===== config.mk =====
export PLATFORM = sky130hd
export DESIGN_NAME = bs_iter_sequencer
export DESIGN_NICKNAME = d
export VERILOG_FILES = /design/src/rtl/bs_iter_sequencer.sv
export SDC_FILE = /design/constraint.sdc
export NUM_CORES = 1
export LEC_CHECK = 0
export CAP_MARGIN = 20
export CORE_MARGIN = 8
export CORE_UTILIZATION = 59
export CTS_CLUSTER_DIAMETER = 30
export DETAILED_ROUTE_END_ITERATION = 6
export HOLD_SLACK_MARGIN = 0.06
export MAX_ROUTING_LAYER = met4
export PLACE_DENSITY = 0.95
export SYNTH_ARGS = -nofsm -noshare
export SYNTH_HDL_FRONTEND = slang
export SYNTH_SLANG_ARGS = --single-unit

===== constraint.sdc =====
create_clock -name clk -period 7.75 [get_ports clk]
set_clock_uncertainty 0.15 [all_clocks]
set_input_delay 1.55 -clock clk [delete_from_list [all_inputs] [get_ports clk]]
set_output_delay 1.55 -clock clk [all_outputs]
set_load 0.005 [all_outputs]

===== src/rtl/bs_iter_sequencer.sv =====
// bs_iter_sequencer
//   Issue/retire sequencer for a fixed-latency Black-Scholes datapath.
//   It launches up to niter Gaussian samples (one per grn_valid) into a
//   LATENCY-deep pipeline. It tracks every in-flight sample with a token
//   delay line and accumulates the present value and its square as each
//   result retires.
//
// Ports
//   clk, nreset      clock, async active-low reset
//   niter            samples to issue (captured while IDLE)
//   cmd              command code (0 = no-op, CMD_RUN / CMD_ACK / CMD_ABORT)
//   grn_valid        random number available this cycle
//   pv_din, pow_din  datapath results, valid on the retire cycle
//   issue            launch / grn consume strobe (combinational)
//   status           0 IDLE, 1 RUNNING, 2 COMPLETE, 3 DRAIN
//   inflight         issued but not yet retired samples
//   sum_dout         running sum of pv_din
//   pow_sum_dout     running sum of pow_din
//   ovf              sticky carry-out of either accumulator
//   retired          number of results accumulated
module bs_iter_sequencer #(
    parameter int unsigned LATENCY   = 50,
    parameter int unsigned CMD_RUN   = 1,
    parameter int unsigned CMD_ACK   = 2,
    parameter int unsigned CMD_ABORT = 3
) (
    input  logic        clk,
    input  logic        nreset,
    input  logic [31:0] niter,
    input  logic [3:0]  cmd,
    input  logic        grn_valid,
    input  logic [63:0] pv_din,
    input  logic [63:0] pow_din,
    output logic        issue,
    output logic [3:0]  status,
    output logic [6:0]  inflight,
    output logic [63:0] sum_dout,
    output logic [63:0] pow_sum_dout,
    output logic        ovf,
    output logic [31:0] retired
);

    typedef enum logic [3:0] {
        IDLE     = 4'd0,
        RUNNING  = 4'd1,
        COMPLETE = 4'd2,
        DRAIN    = 4'd3
    } state_t;

    localparam logic [3:0] C_RUN   = CMD_RUN[3:0];
    localparam logic [3:0] C_ACK   = CMD_ACK[3:0];
    localparam logic [3:0] C_ABORT = CMD_ABORT[3:0];

    state_t              state;
    logic [31:0]         s_niter;
    logic [31:0]         issued_cnt;
    logic [LATENCY-1:0]  vld_pipe;   // bit k: a token has spent k+1 edges in flight
    logic [LATENCY:0]    vld_nxt;
    logic                abort;
    logic                retire;
    logic [64:0]         sum_add;
    logic [64:0]         pow_add;

    assign status = state;
    assign abort  = (state == RUNNING || state == DRAIN) && (cmd == C_ABORT);
    assign issue  = (state == RUNNING) && grn_valid && (issued_cnt < s_niter) && !abort;

    // A token in the last stage retires on the coming edge; an abort on
    // that same edge discards it with the rest of the pipeline.
    assign retire = vld_pipe[LATENCY-1] && !abort;

    // Concatenate first so the shift also works for LATENCY == 1.
    assign vld_nxt = {vld_pipe, issue};

    assign sum_add = {1'b0, sum_dout}     + {1'b0, pv_din};
    assign pow_add = {1'b0, pow_sum_dout} + {1'b0, pow_din};

    always_ff @(posedge clk or negedge nreset) begin
        if (!nreset) begin
            state        <= IDLE;
            s_niter      <= '0;
            issued_cnt   <= '0;
            vld_pipe     <= '0;
            inflight     <= '0;
            sum_dout     <= '0;
            pow_sum_dout <= '0;
            ovf          <= 1'b0;
            retired      <= '0;
        end else begin
            vld_pipe <= abort ? '0 : vld_nxt[LATENCY-1:0];

            if (retire) begin
                sum_dout     <= sum_add[63:0];
                pow_sum_dout <= pow_add[63:0];
                retired      <= retired + 32'd1;
                if (sum_add[64] || pow_add[64])
                    ovf <= 1'b1;
            end

            // issue and retire together leave the count unchanged
            if (issue && !retire)
                inflight <= inflight + 7'd1;
            else if (!issue && retire)
                inflight <= inflight - 7'd1;

            if (issue)
                issued_cnt <= issued_cnt + 32'd1;

            case (state)
                IDLE: begin
                    s_niter <= niter;
                    if (cmd == C_RUN) begin
                        sum_dout     <= '0;
                        pow_sum_dout <= '0;
                        retired      <= '0;
                        ovf          <= 1'b0;
                        issued_cnt   <= '0;
                        state        <= (niter != 32'd0) ? RUNNING : COMPLETE;
                    end
                end
                RUNNING: begin
                    if (abort) begin
                        issued_cnt <= '0;
                        inflight   <= '0;
                        state      <= IDLE;
                    end else if (issued_cnt >= s_niter) begin
                        state <= DRAIN;
                    end
                end
                DRAIN: begin
                    if (abort) begin
                        issued_cnt <= '0;
                        inflight   <= '0;
                        state      <= IDLE;
                    end else if (inflight == 7'd0 && !(|vld_pipe)) begin
                        state <= COMPLETE;
                    end
                end
                COMPLETE: begin
                    if (cmd == C_ACK)
                        state <= IDLE;
                end
                default: begin
                    issued_cnt <= '0;
                    inflight   <= '0;
                    vld_pipe   <= '0;
                    state      <= IDLE;
                end
            endcase
        end
    end

endmodule


==> flow_metrics.tcl, run 1 <==
set metrics [dict create \
    share_of_layout_cells_above_drive_strength_1_pct 5.51 \
    synth_top_area_share_pct 36.1 \
    critical_path.cell_chain "clkdlybuf4s50_1 > nand3_1 > nand2_1 > nor3_1 > nand2_1 > a21oi_1 > nand3_1 > clkinv_1 > clkdlybuf4s50_1" \
    post_cts.repair.setup_buffers 0 \
    die_height_um 199 \
    path_clk_slew_ns 0.05 \
    yosysTopAreaCell "dfrtp_1" \
    cp_max_fo 16 \
    cts_buffers 69 \
    synth.area.top_cells "dfrtp_1 (36%), ha_1 (10%), nand2_1 (7.0%)" \
    final_hold_violating_endpoints 0 \
    wirelength_mm 67.8 \
    violated_checks "design-rule violations" \
    grt_first_pass_wirelength_mm 106 \
    rsz_0062_raised_after_global_routing "no" \
    async_reset_ff_share_pct 100 \
    die_w_um 199 \
    drtIter0Drc 1917 \
    setup_viol_count_final 0 \
    critPathTopFamily "buffers and inverters" \
    global_route.usage.total_pct 34.2 \
    fillerInstances 2049 \
    whs_ns 0.328 \
    firstDrtPassIters 7 \
    cp.buffers_inverters 3 \
    finalSetupTns_ns 0 \
    ff_latch_area_um2 7110 \
    post_synth_mux_area_share_pct 0.312 \
    synth_compound_area_share_pct 20.5 \
    crit_slowest_cell "clkdlybuf4s50_1" \
    max_stage_delay_ns 0.57 \
    synthTopCellsByCount "nand2_1 (368), dfrtp_1 (284), a21oi_1 (259)" \
    antenna_violating_nets_post_route 0 \
    netSwitchingPower_w 0.00153 \
    cts_tree "yes" \
    most_common_flop_cell_mapped_by_yosys "dfrtp_1" \
    synth-edff-count 0 \
    yosys.area_share.xor_xnor_pct 7.44 \
    finalNetCount 2986 \
    power.internal_w 0.00423 \
    multi_input_logic_area_um2 11900 \
    synth.lib_cells_used.distinct 80 \
    post-route-min-period_ns 6.20 \
    cts_hold_buf 0 \
    setup.reg_to_reg.worst_slack_ns 3.48 \
    synth_top_family_by_area "simple AND/OR/NAND/NOR gates" \
    netlist_area_um2 19700 \
    port-buffer-count 337 \
    syn_avg_cell_area_um2 8.38 \
    clkPwrFrac_pct 54.5 \
    net_switching_share_of_the_total_power_pct 26.6 \
    initial_antenna_violation_count 8 \
    grt_overflow 0 \
    detail_route.wl_per_cell_um 21.4 \
    gp_routability_congestion 0.965 \
    drc 1 \
    worstPathRequired_ns 6.05 \
    clockRootBuffer "clkbuf_16" \
    seqPwrFrac_pct 29.9 \
    max_cap_violations 0 \
    floorplan.io_pins 340 \
    worstSetupPathType "in -> out" \
    first_global_vias 20155 \
    cts_max_path_buffers 3 \
    clock.fmax_mhz 161 \
    die_area_um2 39400 \
    cts-htree-levels 3 \
    synthAdderAreaFrac_pct 10.7 \
    synth_seq_area_share_pct 36.1 \
    max-slew-margin-rel_pct 25.3 \
    cts.sink_count 284 \
    cts-resized-gates 0 \
    cellPowerDensity_nw_per_um2 223 \
    via_count 20245 \
    core-area_um2 33200 \
    slew_viol_final 0 \
    postSynthRegisterBits 284 \
    layout_worst_path_cycle_share_pct 80.0 \
    power.combinational.fraction_pct 15.6 \
    syn_to_final_growth_pct 31.4 \
    vdd_ir_drop_max_mv 0.177 \
    end_kind "primary output" \
    yosys_warnings 0 \
    grt_max_degree 176 \
    worst-slew-pin-transition_ns 1.12 \
    post_synth_and_or_nand_nor_area_fraction_pct 21.3 \
    timing.hold.worst.class "reg -> reg" \
    most_common_cell_in_the_netlist "nand2_1" \
    worst_skew_pair.late_latency_ns 0.56 \
    cp.arrival_ns 4.50 \
    initial_standard_cell_utilization_of_the_core_pct 59.3 \
    critPathLaunchType "primary input" \
    dpl.hpwl_mm 46.0 \
    placementRows 67 \
    result_of_the_run "finished with violations" \
    total_leakage_power_nw 12.1 \
    postSynthCellCount 2348 \
    post_drt_via_cell_ratio 6.40 \
]
placed cells by master (no fill, tap or decap), types with 6 or more instances in the layout:
master / n
nand2b_1: 17
bufinv_16: 15
nor4_1: 29
nor3_1: 31
and4_1: 7
a31oi_1: 18
a21o_1: 87
or3_1: 21
and2_1: 61
nand2_1: 367
xor2_1: 79
nand3_1: 78
clkdlybuf4s50_1: 336
inv_1: 66
a211o_1: 7
dfrtp_1: 284
clkinvlp_4: 7
clkinv_2: 6
nor2b_1: 16
xnor2_1: 88
ha_1: 165
and3_1: 31
a211oi_1: 17
a21boi_0: 6
a21oi_1: 259
o21ai_0: 152
o211ai_1: 13
clkbuf_1: 14
o21bai_1: 15
clkbuf_16: 71
buf_4: 6
nor2_1: 141
diode_2: 9
o21a_1: 16
nand4_1: 56
clkbuf_8: 6
metrics by stage:
step,setup slack [ns],area [µm²],instances,util (%),total power [W]
floorplan,3.32,19700,2349,-,0.00222
global placement,2.08,23200,3026,70.0,0.00249
detailed placement,1.85,23300,3027,70.0,0.00255
CTS,1.69,25800,3151,77.6,0.00573
global route,1.44,25800,3161,77.8,0.00596
finish,1.55,25800,3162,77.9,0.00576
final timing paths:
kind / startpoint / endpoint / depth (start not counted)
worst min register to register: vld_pipe[5]$_DFF_PN0_ / vld_pipe[6]$_DFF_PN0_ / 1
max in group asynchronous: nreset / s_niter[27]$_DFFE_PN0P_ / 2
min in group asynchronous: nreset / sum_dout[27]$_DFF_PN0_ / 1
worst max register to register: issued_cnt[19]$_DFF_PN0_ / issued_cnt[18]$_DFF_PN0_ / 12
worst min-delay path: vld_pipe[5]$_DFF_PN0_ / vld_pipe[6]$_DFF_PN0_ / 1
worst max-delay path: cmd[1] / issue / 9
layout make-up:
type | count | area share (%)
diodes | 9 | 0.0871
clock buffers | 91 | 7.40
clock inverters | 33 | 2.33
inverters | 67 | 0.973
multi-input cells | 1883 | 46.0
flip-flops and latches | 284 | 27.5
well taps | 448 | 2.17
repair buffers | 347 | 13.6
metal layers:
layer	share of wire, %	global-route usage (%)	wire length (µm)	up-vias
met4	6.4	21.0	4370	0
met1	38	40.6	25600	9618
met5	0	-	0	-
li1	-	-	-	8998
met2	46	53.7	31500	1297
met3	9.4	6.41	6360	332
kinds of logic (layout without fill, tap and decap cells):
| family | Yosys count | in the layout |
|---|---|---|
| xor gates and xnor gates | 167 | 167 |
| adders and majority gates | 167 | 167 |
| other | 1 | 11 |
| buffers and inverters | 182 | 538 |
| and+or+nand+nor | 881 | 881 |
| muxes | 6 | 6 |
| DFF | 284 | 284 |
| AOI/OAI and AO/OA | 660 | 660 |
power by group through the flow:
stage / sequential (W) / clock (W) / combinational [W]
floorplan: 0.00171 / 0 / 0.000509
global placement: 0.00173 / 0 / 0.000767
detailed placement: 0.00174 / 0 / 0.000816
CTS: 0.00172 / 0.00316 / 0.000853
global route: 0.00174 / 0.00324 / 0.000982
finish: 0.00172 / 0.00314 / 0.000900
sequential cells by signal, indices dropped and copies added (netlist names):
register / count
vld_pipe: 50
status: 2
issued_cnt: 32
sum_dout: 64
pow_sum_dout: 64
ovf: 1
s_niter: 32
inflight: 7
retired: 32
Note: power is estimated with default switching activity, not from simulation.
==> inputs of run 2 (changes only) <==
Settings changed: CORE_UTILIZATION 59 to 49, PLACE_DENSITY 0.95 to 0.89.
Clock period 7.75 ns to 5.4 ns, I/O delays scaled along.
==> run 2 against run 1 <==
Net effect: the flow now finishes without violations; combinational power is 37% higher; hold slack worse by 0.0091 ns; non-clock buffer count is 6 higher; sequential cell count stayed put; critical path type unchanged; critical endpoint unchanged; largest cell class unchanged; highest routed layer unchanged.
==> flow_metrics.tcl, run 2 (synthesis gave the netlist of run 1 again) <==
set metrics [dict create \
    result_of_the_run "finished clean" \
    max-slew-margin-rel_pct 31.4 \
    most_frequent_cells_in_the_layout "nand2_1 (367), clkdlybuf4s50_1 (336), dfrtp_1 (284)" \
    grt_first_pass_wirelength_mm 106 \
    end_kind "primary output" \
    finalSetupTns_ns 0 \
    grt.met1_usage_pct 33.8 \
    setup_viol_count_final 0 \
    clock.fmax_mhz 218 \
    max_stage_delay_ns 0.55 \
    cp.buffers_inverters 3 \
    share_of_layout_cells_above_drive_strength_1_pct 6.60 \
    r2r_cells 12 \
    cts_buffers 77 \
    worstSetupPathType "in -> out" \
    final_core_util_pct 66.6 \
    first_global_vias 19686 \
    cp_max_fo 9 \
    total_leakage_power_nw 12.3 \
    die_w_um 216 \
    cts-htree-levels 3 \
    max_cap_violations 0 \
    grt.met2_usage_pct 44.7 \
    biggestRegsByFlops "pow_sum_dout (64), sum_dout (64), vld_pipe (50)" \
    cts.sink_count 284 \
    net_switching_share_of_the_total_power_pct 26.4 \
    worst-slew-pin-transition_ns 1.03 \
    clockRootBuffer "clkbuf_16" \
    final_hold_violating_endpoints 0 \
    vdd_ir_drop_max_mv 0.242 \
    floorplan.io_pins 340 \
    power.internal_w 0.00649 \
    detail_route.wl_per_cell_um 20.4 \
    initial_antenna_violation_count 10 \
    post-route-min-period_ns 4.59 \
    rsz_0062_raised_after_global_routing "no" \
    netSwitchingPower_w 0.00233 \
    finalNetCount 3000 \
    busiest_layer "met2" \
    timing.hold.worst.class "reg -> reg" \
    antenna_violating_nets_post_route 0 \
    worstPathRequired_ns 4.17 \
    syn_to_final_growth_pct 34.2 \
    power.combinational.fraction_pct 13.9 \
    gp_routability_congestion 0.950 \
    wirelength_mm 66.6 \
    layout_worst_path_cycle_share_pct 85.0 \
    cts_tree "yes" \
    place_inst 3111 \
    path_clk_slew_ns 0.05 \
    grt_max_degree 138 \
    critPathLaunchType "primary input" \
    die_height_um 216 \
    drtIter0Drc 1915 \
    initial_standard_cell_utilization_of_the_core_pct 49.6 \
    clkPwrFrac_pct 58.0 \
    drc 0 \
    cts-resized-gates 0 \
    critical_path.cell_chain "clkdlybuf4s50_1 > nand3_1 > nand2_1 > nor3_1 > nand2_1 > a21oi_1 > nand3_1 > clkinv_1 > clkdlybuf4s50_1" \
    cts_hold_buf 0 \
    post_cts.repair.setup_buffers 0 \
    critPathTopFamily "buffers and inverters" \
    worst_skew_pair.late_latency_ns 0.59 \
    via_count 19559 \
    cts_max_path_buffers 3 \
    die_area_um2 46800 \
    placementRows 73 \
    core-area_um2 39600 \
    firstDrtPassIters 5 \
    cellPowerDensity_nw_per_um2 334 \
    min_path_cells 1 \
    cp.arrival_ns 3.36 \
    seqPwrFrac_pct 28.1 \
    grt_overflow 0 \
    instances_no_fill 3264 \
    slew_viol_final 0 \
    dpl.hpwl_mm 47.6 \
    total_stage_count_of_the_critical_path 9 \
    port-buffer-count 337 \
    post_drt_via_cell_ratio 5.99 \
    global_route.usage.total_pct 28.3 \
    crit_slowest_cell "clkdlybuf4s50_1" \
    use_met3_pct 5.06 \
    layout.cells.most_common "nand2_1" \
]
## run 2: cell count changes in the layout (fill, tap and decap cells not counted), sizes merged
cell,before,now
bufinv,15,17
inv,68,72
diode,9,10
clkbuf,91,96
buf,11,17
clkinv,10,17
## run 2: area by class of cell
cell class / count / area (µm²)
Antenna cell: 10 / 25.0
Sequential cell: 284 / 7110
Clock inverter: 46 / 777
Inverter: 67 / 251
Multi-Input combinational cell: 1883 / 11900
Timing Repair Buffer: 353 / 3560
Fill cell: 3064 / 13200
Clock buffer: 96 / 2140
Tap cell: 525 / 657
## run 2: metrics by stage
stage                     cell area [µm²]  setup WS (ns)  total power (W)  hold WS (ns)
after floorplan                     19700           1.44          0.00318         0.304
after global placement              23400          0.667          0.00360         0.307
after detailed placement            23400          0.596          0.00368         0.321
after CTS                           26300          0.846          0.00886         0.314
after global routing                26400          0.674          0.00915         0.338
final                               26400          0.810          0.00882         0.319
## run 2: final timing paths
path / slack (ns) / start / end
worst min register to register: 0.32 / vld_pipe[43]$_DFF_PN0_ / vld_pipe[44]$_DFF_PN0_
worst max-delay path: 0.81 / cmd[1] / issue
worst max register to register: 1.65 / sum_dout[8]$_DFF_PN0_ / sum_dout[59]$_DFF_PN0_
max in group asynchronous: 3.45 / nreset / issued_cnt[18]$_DFF_PN0_
min in group asynchronous: 0.40 / nreset / s_niter[29]$_DFFE_PN0P_
worst min-delay path: 0.32 / vld_pipe[43]$_DFF_PN0_ / vld_pipe[44]$_DFF_PN0_
## run 2: power by group through the flow
| stage | clock network, W | registers, W | logic, W |
|---|---|---|---|
| 2_1_floorplan | 0 | 0.00245 | 0.000730 |
| 3_3_place_gp | 0 | 0.00248 | 0.00112 |
| 3_5_place_dp | 0 | 0.00250 | 0.00118 |
| 4_1_cts | 0.00518 | 0.00247 | 0.00121 |
| 5_1_grt | 0.00529 | 0.00249 | 0.00136 |
| 6_report | 0.00511 | 0.00247 | 0.00123 |
## run 2: worst register-to-register path, delay by kind of cell, from the launching register on
family | cells | cell delay (ns)
AO/OA/AOI/OAI | 8 | 2.07
AND/OR/NAND/NOR | 3 | 0.57
flip-flops | 1 | 0.43
adder cells (fa/ha/maj) | 1 | 0.41
## run 2: routing by layer
metal	wire length (µm)	part of all wire [%]
met5	0	0
met4	3640	5.5
met3	4550	6.8
met2	31500	47
met1	26900	40
